`src/rtl/ir_fetch_sequencer_pkg.sv`:
```
// Shared types and constants for the instruction-register fetch sequencer.
package ir_fetch_sequencer_pkg;

  typedef enum logic [2:0] {
    StIdle,
    StReqLo,
    StLoadLo,
    StReqHi,
    StLoadHi,
    StDone,
    StFault
  } fetch_state_e;

  // Register function selects shared by the IR and PC.
  localparam logic [1:0] SEL_CLEAR = 2'b00;
  localparam logic [1:0] SEL_LOAD  = 2'b01;
  localparam logic [1:0] SEL_DEC   = 2'b10;
  localparam logic [1:0] SEL_INC   = 2'b11;

  // IR byte lane select.
  localparam logic LH_LOW  = 1'b0;
  localparam logic LH_HIGH = 1'b1;

  function automatic logic is_req_state(input fetch_state_e s);
    return (s == StReqLo) || (s == StReqHi);
  endfunction

endpackage

```
`src/rtl/ir_fetch_sequencer_wait_timer.sv`:
```
// Per-byte request wait counter; flags the last allowed request cycle.
module fetch_wait_timer #(
  parameter int unsigned TIMEOUT = 15
) (
  input  logic clock,
  input  logic rst_n,
  input  logic i_clear,
  input  logic i_count_en,
  output logic o_expire
);

  localparam int unsigned CntW = (TIMEOUT > 1) ? $clog2(TIMEOUT) : 1;
  localparam logic [CntW-1:0] LastCnt = CntW'(TIMEOUT - 1);

  logic [CntW-1:0] r_count;
  logic            w_expire;

  assign w_expire = (r_count == LastCnt);
  assign o_expire = w_expire;

  // Count unacknowledged request cycles; hold at the last value so it never wraps.
  always_ff @(posedge clock or negedge rst_n) begin
    if (!rst_n) begin
      r_count <= '0;
    end else if (i_clear) begin
      r_count <= '0;
    end else if (i_count_en && !w_expire) begin
      r_count <= r_count + 1'b1;
    end
  end

endmodule

```
`src/rtl/ir_fetch_sequencer.sv`:
```
// Fetches a 16-bit instruction as two bytes (low at PC, high at PC+1) into the IR,
// post-incrementing PC after each byte.
module ir_fetch_sequencer
  import ir_fetch_sequencer_pkg::*;
#(
  parameter int unsigned TIMEOUT = 15
) (
  input  logic       clock,
  input  logic       rst_n,
  input  logic       start,
  input  logic       abort,
  input  logic [7:0] pc_value,
  output logic       mem_req,
  output logic [7:0] mem_addr,
  input  logic [7:0] mem_rdata,
  input  logic       mem_ack,
  output logic [7:0] ir_data,
  output logic       ir_enable,
  output logic [1:0] ir_select,
  output logic       ir_lh,
  output logic       pc_enable,
  output logic [1:0] pc_select,
  output logic       busy,
  output logic       instr_valid,
  output logic       fault
);

  fetch_state_e r_state;
  fetch_state_e w_state_next;

  logic       w_in_req;
  logic       w_expire;
  logic       w_capture;

  logic       w_mem_req;
  logic       w_ir_enable;
  logic [1:0] w_ir_select;
  logic       w_ir_lh;
  logic       w_pc_enable;
  logic [1:0] w_pc_select;
  logic       w_busy;
  logic       w_instr_valid;
  logic       w_fault;

  logic       r_mem_req;
  logic [7:0] r_ir_data;
  logic       r_ir_enable;
  logic [1:0] r_ir_select;
  logic       r_ir_lh;
  logic       r_pc_enable;
  logic [1:0] r_pc_select;
  logic       r_busy;
  logic       r_instr_valid;
  logic       r_fault;

  assign w_in_req  = is_req_state(r_state);
  // Abort wins over an ack arriving in the same cycle.
  assign w_capture = w_in_req && mem_ack && !abort;

  // Timer is held clear outside request states, so it starts at zero on each entry.
  fetch_wait_timer #(
    .TIMEOUT (TIMEOUT)
  ) u_wait_timer (
    .clock      (clock),
    .rst_n      (rst_n),
    .i_clear    (!w_in_req),
    .i_count_en (w_in_req && !mem_ack),
    .o_expire   (w_expire)
  );

  // Next state, then the output values that state will present once registered.
  always_comb begin
    w_state_next  = r_state;
    w_mem_req     = 1'b0;
    w_ir_enable   = 1'b0;
    w_ir_select   = SEL_CLEAR;
    w_ir_lh       = LH_LOW;
    w_pc_enable   = 1'b0;
    w_pc_select   = SEL_CLEAR;
    w_instr_valid = 1'b0;
    w_fault       = 1'b0;

    if (abort) begin
      w_state_next = StIdle;
    end else begin
      case (r_state)
        StIdle:   if (start) w_state_next = StReqLo;
        StReqLo: begin
          if (mem_ack)       w_state_next = StLoadLo;
          else if (w_expire) w_state_next = StFault;
        end
        StLoadLo: w_state_next = StReqHi;
        StReqHi: begin
          if (mem_ack)       w_state_next = StLoadHi;
          else if (w_expire) w_state_next = StFault;
        end
        StLoadHi: w_state_next = StDone;
        StDone:   w_state_next = StIdle;
        StFault:  w_state_next = StIdle;
        default:  w_state_next = StIdle;
      endcase
    end

    case (w_state_next)
      StReqLo, StReqHi: w_mem_req = 1'b1;
      StLoadLo, StLoadHi: begin
        w_ir_enable = 1'b1;
        w_ir_select = SEL_LOAD;
        w_ir_lh     = (w_state_next == StLoadHi) ? LH_HIGH : LH_LOW;
        w_pc_enable = 1'b1;
        w_pc_select = SEL_INC;
      end
      StDone:  w_instr_valid = 1'b1;
      StFault: w_fault = 1'b1;
      default: ;
    endcase

    w_busy = (w_state_next != StIdle);
  end

  // State register.
  always_ff @(posedge clock or negedge rst_n) begin
    if (!rst_n) begin
      r_state <= StIdle;
    end else begin
      r_state <= w_state_next;
    end
  end

  // Registered outputs, aligned with the state they describe.
  always_ff @(posedge clock or negedge rst_n) begin
    if (!rst_n) begin
      r_mem_req     <= 1'b0;
      r_ir_enable   <= 1'b0;
      r_ir_select   <= SEL_CLEAR;
      r_ir_lh       <= LH_LOW;
      r_pc_enable   <= 1'b0;
      r_pc_select   <= SEL_CLEAR;
      r_busy        <= 1'b0;
      r_instr_valid <= 1'b0;
      r_fault       <= 1'b0;
    end else begin
      r_mem_req     <= w_mem_req;
      r_ir_enable   <= w_ir_enable;
      r_ir_select   <= w_ir_select;
      r_ir_lh       <= w_ir_lh;
      r_pc_enable   <= w_pc_enable;
      r_pc_select   <= w_pc_select;
      r_busy        <= w_busy;
      r_instr_valid <= w_instr_valid;
      r_fault       <= w_fault;
    end
  end

  // Capture the acknowledged byte; it is presented to the IR during the following LOAD.
  always_ff @(posedge clock or negedge rst_n) begin
    if (!rst_n) begin
      r_ir_data <= 8'h00;
    end else if (w_capture) begin
      r_ir_data <= mem_rdata;
    end
  end

  assign mem_req     = r_mem_req;
  assign mem_addr    = r_mem_req ? pc_value : 8'h00;
  assign ir_data     = r_ir_data;
  assign ir_enable   = r_ir_enable;
  assign ir_select   = r_ir_select;
  assign ir_lh       = r_ir_lh;
  assign pc_enable   = r_pc_enable;
  assign pc_select   = r_pc_select;
  assign busy        = r_busy;
  assign instr_valid = r_instr_valid;
  assign fault       = r_fault;

endmodule

```
`config.mk`:
```
export PLATFORM = sky130hd
export DESIGN_NAME = ir_fetch_sequencer
export DESIGN_NICKNAME = d
export VERILOG_FILES = /design/src/rtl/ir_fetch_sequencer_pkg.sv /design/src/rtl/ir_fetch_sequencer_wait_timer.sv /design/src/rtl/ir_fetch_sequencer.sv
export SDC_FILE = /design/constraint.sdc
export NUM_CORES = 1
export LEC_CHECK = 0
export CAP_MARGIN = 20
export CORE_UTILIZATION = 35
export DETAILED_ROUTE_END_ITERATION = 6
export GPL_TIMING_DRIVEN = 0
export PLACE_DENSITY = 0.77
export SYNTH_ARGS = -nofsm -noshare
export SYNTH_HDL_FRONTEND = slang
export SYNTH_SLANG_ARGS = --single-unit
```
`constraint.sdc`:
```
create_clock -name clock -period 2.9 [get_ports clock]
set_input_delay 0.725 -clock clock [delete_from_list [all_inputs] [get_ports clock]]
set_output_delay 0.725 -clock clock [all_outputs]
set_load 0.01 [all_outputs]
```
* Yosys cells after proc, flatten, opt, wreduce, memory -nomap -nowiden
Cells that the tools add are included.
** Word-level totals
- Bits in registers :: 25
- Input bits :: 21
- Output and inout bits :: 27
- Word-level logic and storage cells :: 53
** Cells by class
- Add/subtract/negate cells :: 1
- Eq/ne operators :: 12
- Muxes and demuxes :: 17
- Reduce and logical (&&, ||, !) cells :: 12
** Operators with widths (number)
- 2-to-1 mux 3 bit :: 5
- case mux 3 bit (5 select lines) :: 1
- == test 3 x 2 -> 1 bit (second input constant) :: 4
- == test 3 bit (second input constant) :: 4
- 2-to-1 mux 4 bit :: 2
- 2-to-1 mux 8 bit :: 1
- 2-to-1 mux 1 bit :: 7
- == test 3 x 1 -> 1 bit (second input constant) :: 2
- adder 4 x 1 -> 4 bit (second input constant) :: 1
- == test 4 bit (second input constant) :: 1
- logical AND 1 bit :: 4
- OR reduction 2 bit :: 2
- zero test 1 bit :: 3
- zero test 3 bit :: 1
- nonzero test 3 bit :: 1
- 2-to-1 mux 2 bit :: 1
- inequality test 2 x 1 -> 1 bit (second input constant) :: 1
- logical OR 1 bit :: 1

* Logic depth before layout (Yosys ltp)
Gate-level depths: netlist of run 1.
- Depth in word-level cells :: 8
- Depth in mapped cells :: 7
- Mapped depth without buffers :: 7

* Hierarchy
From an unflattened synthesis of run 1, not the netlist that was laid out.
** Unflattened totals
- Cells, all modules :: 99
- Area, all modules :: 1103.6 sq um
** By module, submodules not included
- ir_fetch_sequencer :: times used 1, cells each 75, area an instance 882.1 sq um
- fetch_wait_timer :: times used 1, cells each 24, area an instance 221.5 sq um

* Worst setup path before layout of run 1
No wires, ideal clock.
- Path kind :: register to register
- Start point :: register u_wait_timer.r_count[0] (netlist name)
- End point :: register r_ir_data[0] (netlist: ir_data[0])
- Arrival :: 1996 ps
- Required time :: 2775 ps
- Setup slack :: 779 ps
- Stages on the path, launching flop included :: 8
- Path buffers :: 0
- Clock period less this slack :: 2121 ps
- Cells stage by stage :: dfrtp_1 > inv_1 > ha_1 > and3_2 > a311oi_4 > nor3_2 > a31oi_4 > mux2_2
** RTL lines
- end signal: assignment :: line ir_fetch_sequencer.sv:160 : r_ir_data <= mem_rdata;
- end: declaration :: line ir_fetch_sequencer.sv:46 : logic [7:0] r_ir_data;

* Worst setup path after layout of run 1
- Start point :: input port pc_value[4]
- End point :: output port mem_addr[4]
** Between the ends
- Cells in the longest elaborated chain, start to end :: 1
** Ends and longest elaborated chain
- start: declaration :: line ir_fetch_sequencer.sv:12 : input logic [7:0] pc_value,
- 2-to-1 mux 8 bit :: line ir_fetch_sequencer.sv:165 : assign mem_addr = r_mem_req ? pc_value : 8'h00;
- end: declaration :: line ir_fetch_sequencer.sv:14 : output logic [7:0] mem_addr,
No other way between the ends.

==> flow_summary_export.csv, run 1 <==
group,metric,value,unit
synthesis,avgSynthCellArea,11.3,µm²
global_route,grt.overflow.total,0,
global_route,grt_max_degree,22,
worst_setup_path,max_stage_delay,0.53,ns
floorplan,io_pins,48,
worst_setup_path,worst-setup-path-type,"in -> out",
power,p_leak,0.000708,µW
synthesis,synth-edff-count,0,
sta,setup_violations,0,
clock_tree,h-tree-depth,1,
synthesis,synth.distinct_cells,27,
sta,setup-tns-final,0,ns
power,powerDensity,511,nW/µm²
layout,synthToLayoutAreaGrowth,51.5,%
floorplan,initial_utilization,37.0,%
worst_setup_path,rr_endpoint,"ir_data[3]",
drt,vias,829,
synthesis,synth_top_family_by_area,"simple AND/OR/NAND/NOR gates",
worst_setup_path,cp_common_cell,"clkdlybuf4s50_1",
hold_path,min_path_type,"reg -> reg",
synthesis,ys_ff_latch,21,
sta,min_period,2.56,ns
drt,vias_per_cell,4.85,
sta,slew_headroom,40.9,%
clock_tree,insertion_delay,0.29,ns
synthesis,synthCells,90,
clock_tree,cts_buffers,3,
drt,drt-pass1-iter-count,4,
clock_tree,clock_sinks,21,
worst_setup_path,path_buf_inv,2,
synthesis,syn_area,1020,µm²
sta,final_max_slew_viol_count,0,
status,status,"complete, no violations",
worst_setup_path,cp-endpoint,"mem_addr[4]",
worst_setup_path,cp.arrival,1.83,ns
worst_setup_path,crit_fanout,1,
synthesis,ys_seq_area_share,51.5,%
layout,final_common_cell,"clkdlybuf4s50_1",
worst_setup_path,startpoint,"pc_value[4]",
synthesis,synth_flop_cell,"dfrtp_1",
synthesis,synth_xor_xnor_area_share,1.72,%
layout,final_cell_mix,"clkdlybuf4s50_1, dfrtp_1, nor2_1",
sta,final_hold_viol_count,0,
synthesis,ys_top_cells_by_area,"dfrtp_1, mux2_2, and2_1",
synthesis,synthArstFlopShare,100,%
global_route,antenna_found_initial,0,
clock_tree,cts-resized-gates,0,
drt,wl_per_cell,11.7,µm
floorplan,coreArea,2760,µm²
floorplan,die_h,56.0,µm
clock_tree,root_buffer,"clkbuf_4",
clock_tree,hold_buffers,0,
layout,antenna_cells,0,
clock_tree,cts_tree,"done",
synthesis,synth_top_area_cell,"dfrtp_1",
power,ir_worst_vdd,0.309,mV
layout,drive_gt1_share,17.9,%
drt,ant_nets,0,
sta,tightest_slew,0.884,ns
placement,numPortBuffers,46,
synthesis,synth-simple-area-share,18.9,%
worst_setup_path,r2r_slack,0.60,ns
worst_setup_path,required,2.17,ns
worst_setup_path,cp_slowest_cell,"clkdlybuf4s50_1",
global_route,grt_pass1_vias,872,
global_route,track_usage,14.1,%
layout,fill_cells,258,
sta,fmax,391,MHz
drt,drt-total-wl,2000,µm
placement,gp_congestion,0.753,
worst_setup_path,critPathTopFamily,"buffers and inverters",
floorplan,row_count,19,
worst_setup_path,cp-start-kind,"input pin",
worst_setup_path,worstSetupPathDepth,3,
synthesis,synthMuxAreaShare,8.83,%
worst_setup_path,crit_path_cell_trace,"clkdlybuf4s50_1, and2_1, clkdlybuf4s50_1",
sta,finClkSkew,0.00853,ns
clock_tree,clockBufferDepth,2,
sta,period_share,88.2,%
placement,dp_hpwl,1650,µm
sta,rsz0062_at_grt,"false",
global_route,grt_pass1_wl,3530,µm
clock_tree,clkSlewWorstSetupHoldPaths,0.10,ns
synthesis,synth_compound_area_share,9.57,%
synthesis,syn-num-nets,113,
drt,remaining_drc_errors,0,
worst_setup_path,r2r_cells,7,
synthesis,synth_fa_ha_area_share,2.45,%
worst_setup_path,r2r-start,"u_wait_timer.r_count[0]",
job,cap_violations,0,
layout,final_nets,164,
clock_tree,cts_setup_buffers,0,
floorplan,die_area,3130,µm²
worst_setup_path,cp-end-kind,"primary output",
synthesis,synth_top_cell_area_share,51.5,%
drt,drt-initial-drc-count,16,
synthesis,yosys_warnings,0,
layout,fin_util,56.0,%
floorplan,die_w,56.0,µm
[per-stage QoR]
step,setup slack (ns),hold slack [ns],area (µm²),std cells,total power (µW)
final,0.343,0.513,1550,171,789
after global routing,0.296,0.545,1550,171,836
after CTS,0.330,0.517,1550,171,803
after floorplan,0.779,0.429,1020,90,494
after global placement,0.140,0.493,1520,167,659
after detailed placement,0.0805,0.492,1520,167,668
[per-layer routing]
metal / part of all wire (%) / track usage [%] / vias to the layer above
met3: 9.8 / 5.35 / 2
met2: 54 / 26.0 / 41
met4: 0.50 / 4.88 / 0
met1: 36 / 14.4 / 391
li1: - / - / 395
met5: 0 / 0 / -
[cells in the mapped netlist (2+ instances only)]
cell type / count
a21o_1: 2
mux2_2: 8
nor2_1: 12
buf_4: 5
xor2_1: 2
inv_1: 5
dfrtp_1: 21
nand2_1: 4
nor3_1: 3
and2_1: 8
a21oi_1: 2
ha_1: 2
or2_2: 2
[report_power, final]
group,switching [µW],internal [µW],total (µW)
Clock,79.7,53.4,133
Combinational,96.0,179,275
Sequential,33.0,348,381
Total,209,581,789
[worst min-delay path by stage]
stage                            end  slack, ns       start  depth (start not counted)
after detailed placement  ir_data[7]       0.49  ir_data[7]                          1
after global routing      ir_data[0]       0.54  ir_data[0]                          1
final                     ir_data[7]       0.51  ir_data[7]                          1
after CTS                 ir_data[7]       0.52  ir_data[7]                          1
after global placement    ir_data[6]       0.49  ir_data[6]                          1
after floorplan                 busy       0.43       rst_n                          0
[final cells by class]
type	instances	area, µm²	share of cell area [%]
buffer	6	48.8	3.16
clock buffer	4	26.3	1.70
inverter	5	18.8	1.21
multi-input combinational	58	427	27.6
sequential	21	526	34.0
tap	31	38.8	2.51
timing repair buffer	46	460	29.8
[cell families after synthesis]
family	count (synthesis)
other	1
adders and majority gates	2
and+or+nand+nor	36
DFF	21
AOI/OAI and AO/OA	9
buffers and inverters	11
muxes	8
xor gates and xnor gates	2
[flip-flops by register name (all words and copies together), names as in the netlist]
register / flops
fault: 1
r_state: 3
instr_valid: 1
ir_lh: 1
ir_data: 8
u_wait_timer.r_count: 4
mem_req: 1
pc_select: 1
busy: 1
[worst register-to-register path, stage by stage, from the launching register on]
cell and delay [ns]:
dfrtp_1 0.41, inv_1 0.07, ha_1 0.20, and3_2 0.24, a311oi_4 0.44, nor3_2 0.12, a31oi_4 0.33, mux2_2 0.38
(Power assumes the default switching activity.)
==> run 2, diff against run 1 <==
CORE_UTILIZATION = 40   (was 35)
PLACE_DENSITY = 0.85   (was 0.77)
SKIP_CTS_REPAIR_TIMING = 1   (was not set)
==> flow_summary_export.csv, run 2 (same netlist as run 1, synthesis figures left out) <==
group,metric,value,unit
layout,final_nets,164,
clock_tree,clkSlewWorstSetupHoldPaths,0.11,ns
layout,multiInputGateArea,427,µm²
global_route,antenna_found_initial,0,
drt,vias,810,
layout,largest_reg_flops,8,
layout,final_common_cell,"clkdlybuf4s50_1",
clock_tree,cts_tree,"done",
worst_setup_path,crit_fanout,1,
clock_tree,insertion_delay,0.29,ns
drt,ant_nets,0,
layout,final_cell_mix,"clkdlybuf4s50_1, dfrtp_1, nor2_1",
clock_tree,clock_sinks,21,
job,cap_violations,0,
placement,gp_congestion,0.687,
global_route,grt_pass1_vias,800,
sta,slew_headroom,39.2,%
status,status,"complete, no violations",
global_route,grt_max_degree,22,
sta,rsz0062_at_grt,"false",
floorplan,coreArea,2300,µm²
layout,fin_util,67.1,%
layout,synthToLayoutAreaGrowth,51.2,%
placement,numPortBuffers,46,
drt,drt-initial-drc-count,5,
clock_tree,clockBufferDepth,2,
drt,drt-pass1-iter-count,4,
floorplan,row_count,17,
worst_setup_path,cp.arrival,1.84,ns
drt,vias_per_cell,4.82,
layout,regArea,526,µm²
power,powerDensity,518,nW/µm²
power,power,798,µW
sta,final_hold_viol_count,0,
sta,setup-tns-final,0,ns
sta,setup_violations,0,
hold_path,min_path_type,"reg -> reg",
drt,wl_per_cell,12.9,µm
worst_setup_path,required,2.17,ns
drt,drt-total-wl,2170,µm
floorplan,die_h,52.5,µm
floorplan,initial_utilization,44.4,%
worst_setup_path,cp-start-kind,"input pin",
sta,min_period,2.57,ns
drt,remaining_drc_errors,0,
sta,period_share,88.6,%
sta,fmax,389,MHz
power,ir_worst_vdd,0.478,mV
sta,finClkSkew,0.00456,ns
layout,antenna_cells,0,
clock_tree,h-tree-depth,1,
sta,post-route-worst-setup-slack,0.331,ns
placement,dp_hpwl,1730,µm
global_route,grt_pass1_wl,3540,µm
worst_setup_path,worst-setup-path-type,"in -> out",
sta,final_max_slew_viol_count,0,
clock_tree,cts_buffers,3,
floorplan,die_area,2760,µm²
layout,fill_cells,175,
global_route,track_usage,18.0,%
layout,drive_gt1_share,17.9,%
power,p_leak,0.000708,µW
placement,dp_slack,0.105,ns
sta,tightest_slew,0.909,ns
floorplan,die_w,52.5,µm
clock_tree,root_buffer,"clkbuf_4",
floorplan,io_pins,48,
worst_setup_path,cp-end-kind,"primary output",
global_route,grt.overflow.total,0,
-- run 2: cell counts in the layout (fill, tap and decap cells not counted) --
No cell type changed its count.
-- run 2: per-stage QoR --
step	std cells	cell area, µm²	hold WS (ns)
2_1_floorplan	90	1020	0.429
3_3_place_gp	164	1520	0.488
3_5_place_dp	164	1520	0.492
4_1_cts	168	1540	0.519
5_1_grt	168	1540	0.528
6_report	168	1540	0.514
-- run 2: path summary, 6_finish.rpt --
kind,start,end,slack (ns),cells past startpoint
hold / removal,ir_data[0],ir_data[0],0.51,1
setup reg to reg,u_wait_timer.r_count[0],ir_data[1],0.59,7
hold reg to reg,ir_data[0],ir_data[0],0.51,1
min in group asynchronous,rst_n,ir_data[3],0.93,1
max in group asynchronous,rst_n,r_state[2],1.41,1
setup / recovery,pc_value[2],mem_addr[2],0.33,3
-- run 2: metal layers --
| metal | GRT usage, % | vias to the layer above | routed length (µm) |
|---|---|---|---|
| li1 | - | 397 | - |
| met1 | 19.3 | 382 | 811 |
| met2 | 34.0 | 29 | 1190 |
| met3 | 2.90 | 2 | 154 |
| met4 | 7.89 | 0 | 16 |
| met5 | 0 | - | 0 |
-- run 2: report_power, final --
part	total, µW	internal, µW	switching, µW
logic	282	180	103
registers	382	348	34.4
clock network	134	53.4	80.2
total	798	581	217
-- run 2: area by class of cell --
class,count,area share (%)
Clock buffer,4,1.70
Multi-Input combinational cell,58,27.7
Tap cell,28,2.27
Timing Repair Buffer,46,29.9
Sequential cell,21,34.1
Buffer,6,3.17
Inverter,5,1.22
-- run 2: worst max-delay path, stage by stage --
cell             delay, ns
clkdlybuf4s50_1       0.47
and2_1                0.12
clkdlybuf4s50_1       0.53
==> edit, RTL diff (settings of run 1) <==
Reset style: synchronous (`rst_n`), changed in 4 clocked blocks.
--- a/src/rtl/ir_fetch_sequencer_wait_timer.sv
+++ b/src/rtl/ir_fetch_sequencer_wait_timer.sv
@@ -21,3 +21,3 @@
   // Count unacknowledged request cycles; hold at the last value so it never wraps.
-  always_ff @(posedge clock or negedge rst_n) begin
+  always_ff @(posedge clock) begin
     if (!rst_n) begin
--- a/src/rtl/ir_fetch_sequencer.sv
+++ b/src/rtl/ir_fetch_sequencer.sv
@@ -121,3 +121,3 @@
   // State register.
-  always_ff @(posedge clock or negedge rst_n) begin
+  always_ff @(posedge clock) begin
     if (!rst_n) begin
@@ -130,3 +130,3 @@
   // Registered outputs, aligned with the state they describe.
-  always_ff @(posedge clock or negedge rst_n) begin
+  always_ff @(posedge clock) begin
     if (!rst_n) begin
@@ -155,3 +155,3 @@
   // Capture the acknowledged byte; it is presented to the IR during the following LOAD.
-  always_ff @(posedge clock or negedge rst_n) begin
+  always_ff @(posedge clock) begin
     if (!rst_n) begin
Formal check against the unedited RTL: differs if rst_n is asserted again (counterexample within 4 cycles, from zero or initial values and one cycle with rst_n low); with rst_n held inactive, the same outputs for 10 cycles.
==> edit against run 1 <==
Wire length up 13%. Sequential cell count unchanged. Sequential share of layout area down 5.5 points. Utilization up 2.4 points. Synthesized area down 7.0%. Global-route usage up 2.8 points. Design area down 4.6%. Worst setup slack worse by 0.0064 ns. Critical endpoint is now mem_addr[2]. Largest cell class is now non-clock buffers.
Power is not compared: it rests on default switching activity, and its combinational part moved more than twofold at a synthesized area within 25%.
==> edit: results (changes against run 1) <==
vias in the first global route=863 (was 872); global-route wire length before repair=3570 um (was 3530 um); Placer Congestion=0.926 (was 0.753); worst hold path depth=2 (was 1); Arr. time, crit path=1.84 ns; via count=940 (was 829); number of diodes=0 (unchanged); dpl hpwl=1780 um (was 1650 um); Yosys cell types=32 (was 27); top cells by count, synth=21 x dfxtp_1, 20 x nand2_1, 9 x a21boi_0, 9 x and2_1, 5 x buf_4 (was 21 x dfrtp_1, 12 x nor2_1, 8 x and2_1, 8 x mux2_2); Slowest-stage cell, CP=clkdlybuf4s50_1 (unchanged); fin nets=181 (was 164); DR iter-0 viols=10 (was 16); CTS root buf=clkbuf_4 (unchanged); largest net degree at the start of global routing=13 (was 22); worst-path fanout max=1 (unchanged); status=completed (unchanged); Hold/Removal Path Class=reg -> reg (unchanged); fraction of registers with async set/reset=0 (was 1.00); NetSw=0.121 mW; Worst VDD drop=241 uV; syn_nets=130 (was 113); Synth area leaders=dfxtp_1 44%, nand2_1 7.9%, a21boi_0 7.1% (was dfrtp_1 52%, mux2_2 8.8%, and2_1 4.9%); delay-heaviest family, CP=buffers and inverters (unchanged); Clock Path Buffers=2 (unchanged); Total Routing Usage GR=0.169 (was 0.141); Seq/Total Area, Yosys=0.443 (was 0.515); Fillers=234 (was 258); layout cell share with drive strength beyond 1=0.121 (was 0.179); CTS Buf Count=3 (unchanged); YS warnings=0 (unchanged); clk_skew=0.00329 ns (was 0.00853 ns); number of setup buffers added after CTS=0 (unchanged); TritonRoute pass-1 iters=4 (unchanged); R2R depth=5 (was 7); Leakage=0.523 nW; port bufs=46 (unchanged); htree depth=1 (unchanged); WL per Instance=12.1 um (was 11.7 um); max reg flops=8 (unchanged); CTS resizes=0 (unchanged); clk_lat worst skew=0.30 ns; largest stage delay on the critical path=0.53 ns (about the same); initial antenna violation count=0 (unchanged); clock-pin slew on the worst setup and hold paths=0.12 ns (was 0.10 ns)
[edit: changes by cell type after synthesis, moves of 3 or more]
cell	change
dfxtp_1	+21
dfrtp_1	-21
nand2_1	+16
o21ai_0	+3
nor2_1	-9
mux2_2	-8
a21boi_0	+9
[edit: worst paths after layout]
path	end	slack [ns]	startpoint
worst max-delay path	mem_addr[2]	0.34	pc_value[2]
worst min-delay path	ir_data[4]$_SDFFE_PN0P_	0.47	ir_data[4]$_SDFFE_PN0P_
worst max register to register	instr_valid$_SDFF_PN0_	1.36	u_wait_timer.r_count[0]$_SDFFE_PN0P_
worst min register to register	ir_data[4]$_SDFFE_PN0P_	0.47	ir_data[4]$_SDFFE_PN0P_
[edit: routing by layer]
metal / global-route usage / part of all wire / wire length (um) / vias up
met4: 0.0983 / 0.012 / 27 / 0
met1: 0.174 / 0.40 / 904 / 416
met3: 0.0198 / 0.099 / 225 / 6
li1: - / - / - / 461
met5: 0 / 0 / 0 / -
met2: 0.323 / 0.49 / 1110 / 57
[edit: kinds of logic (layout without fill, tap and decap cells)]
logic type | Yosys count | in the layout | synth area share
AND/OR/NAND/NOR | 46 | 46 | 0.268
adder cells (fa/ha/maj) | 2 | 2 | 0.0264
AO/OA/AOI/OAI | 23 | 23 | 0.174
flip-flops | 21 | 21 | 0.443
buffers and inverters | 14 | 64 | 0.0844
other | 1 | 1 | 0.00395
[edit: layout make-up]
| cell class | instances | area (um2) | share of cell area |
|---|---|---|---|
| tap | 30 | 37.5 | 0.0255 |
| multi-input combinational | 72 | 448 | 0.304 |
| sequential | 21 | 420 | 0.285 |
| timing repair buffer | 46 | 460 | 0.312 |
| inverter | 4 | 15.0 | 0.0102 |
| clock inverter | 1 | 5.00 | 0.00340 |
| clock buffer | 3 | 22.5 | 0.0153 |
| buffer | 10 | 65.1 | 0.0441 |
[edit: power groups by stage]
stage	clock network (mW)	logic [mW]	registers, mW
2_1_floorplan	0	0.0265	0.305
3_3_place_gp	0	0.0739	0.304
3_5_place_dp	0	0.0758	0.304
4_1_cts	0.145	0.0762	0.298
5_1_grt	0.159	0.0824	0.299
6_report	0.140	0.0760	0.298
[edit: through the flow]
step                      instance area, um2  hold slack, ns  instances  worst slack (ns)  utilization
after floorplan                          948           0.462        107              1.29            -
after global placement                  1450           0.452        183             0.354        0.573
after detailed placement                1450           0.462        183             0.331        0.573
after CTS                               1470           0.480        187             0.326        0.584
after global routing                    1470           0.504        187             0.287        0.584
final                                   1470           0.474        187             0.337        0.584
[edit: worst min-delay path: cells and delay by family, from the launching register on]
family,cells,cell delay (ns)
AOI/OAI and AO/OA,1,0.06
DFF,1,0.33
and+or+nand+nor,1,0.05
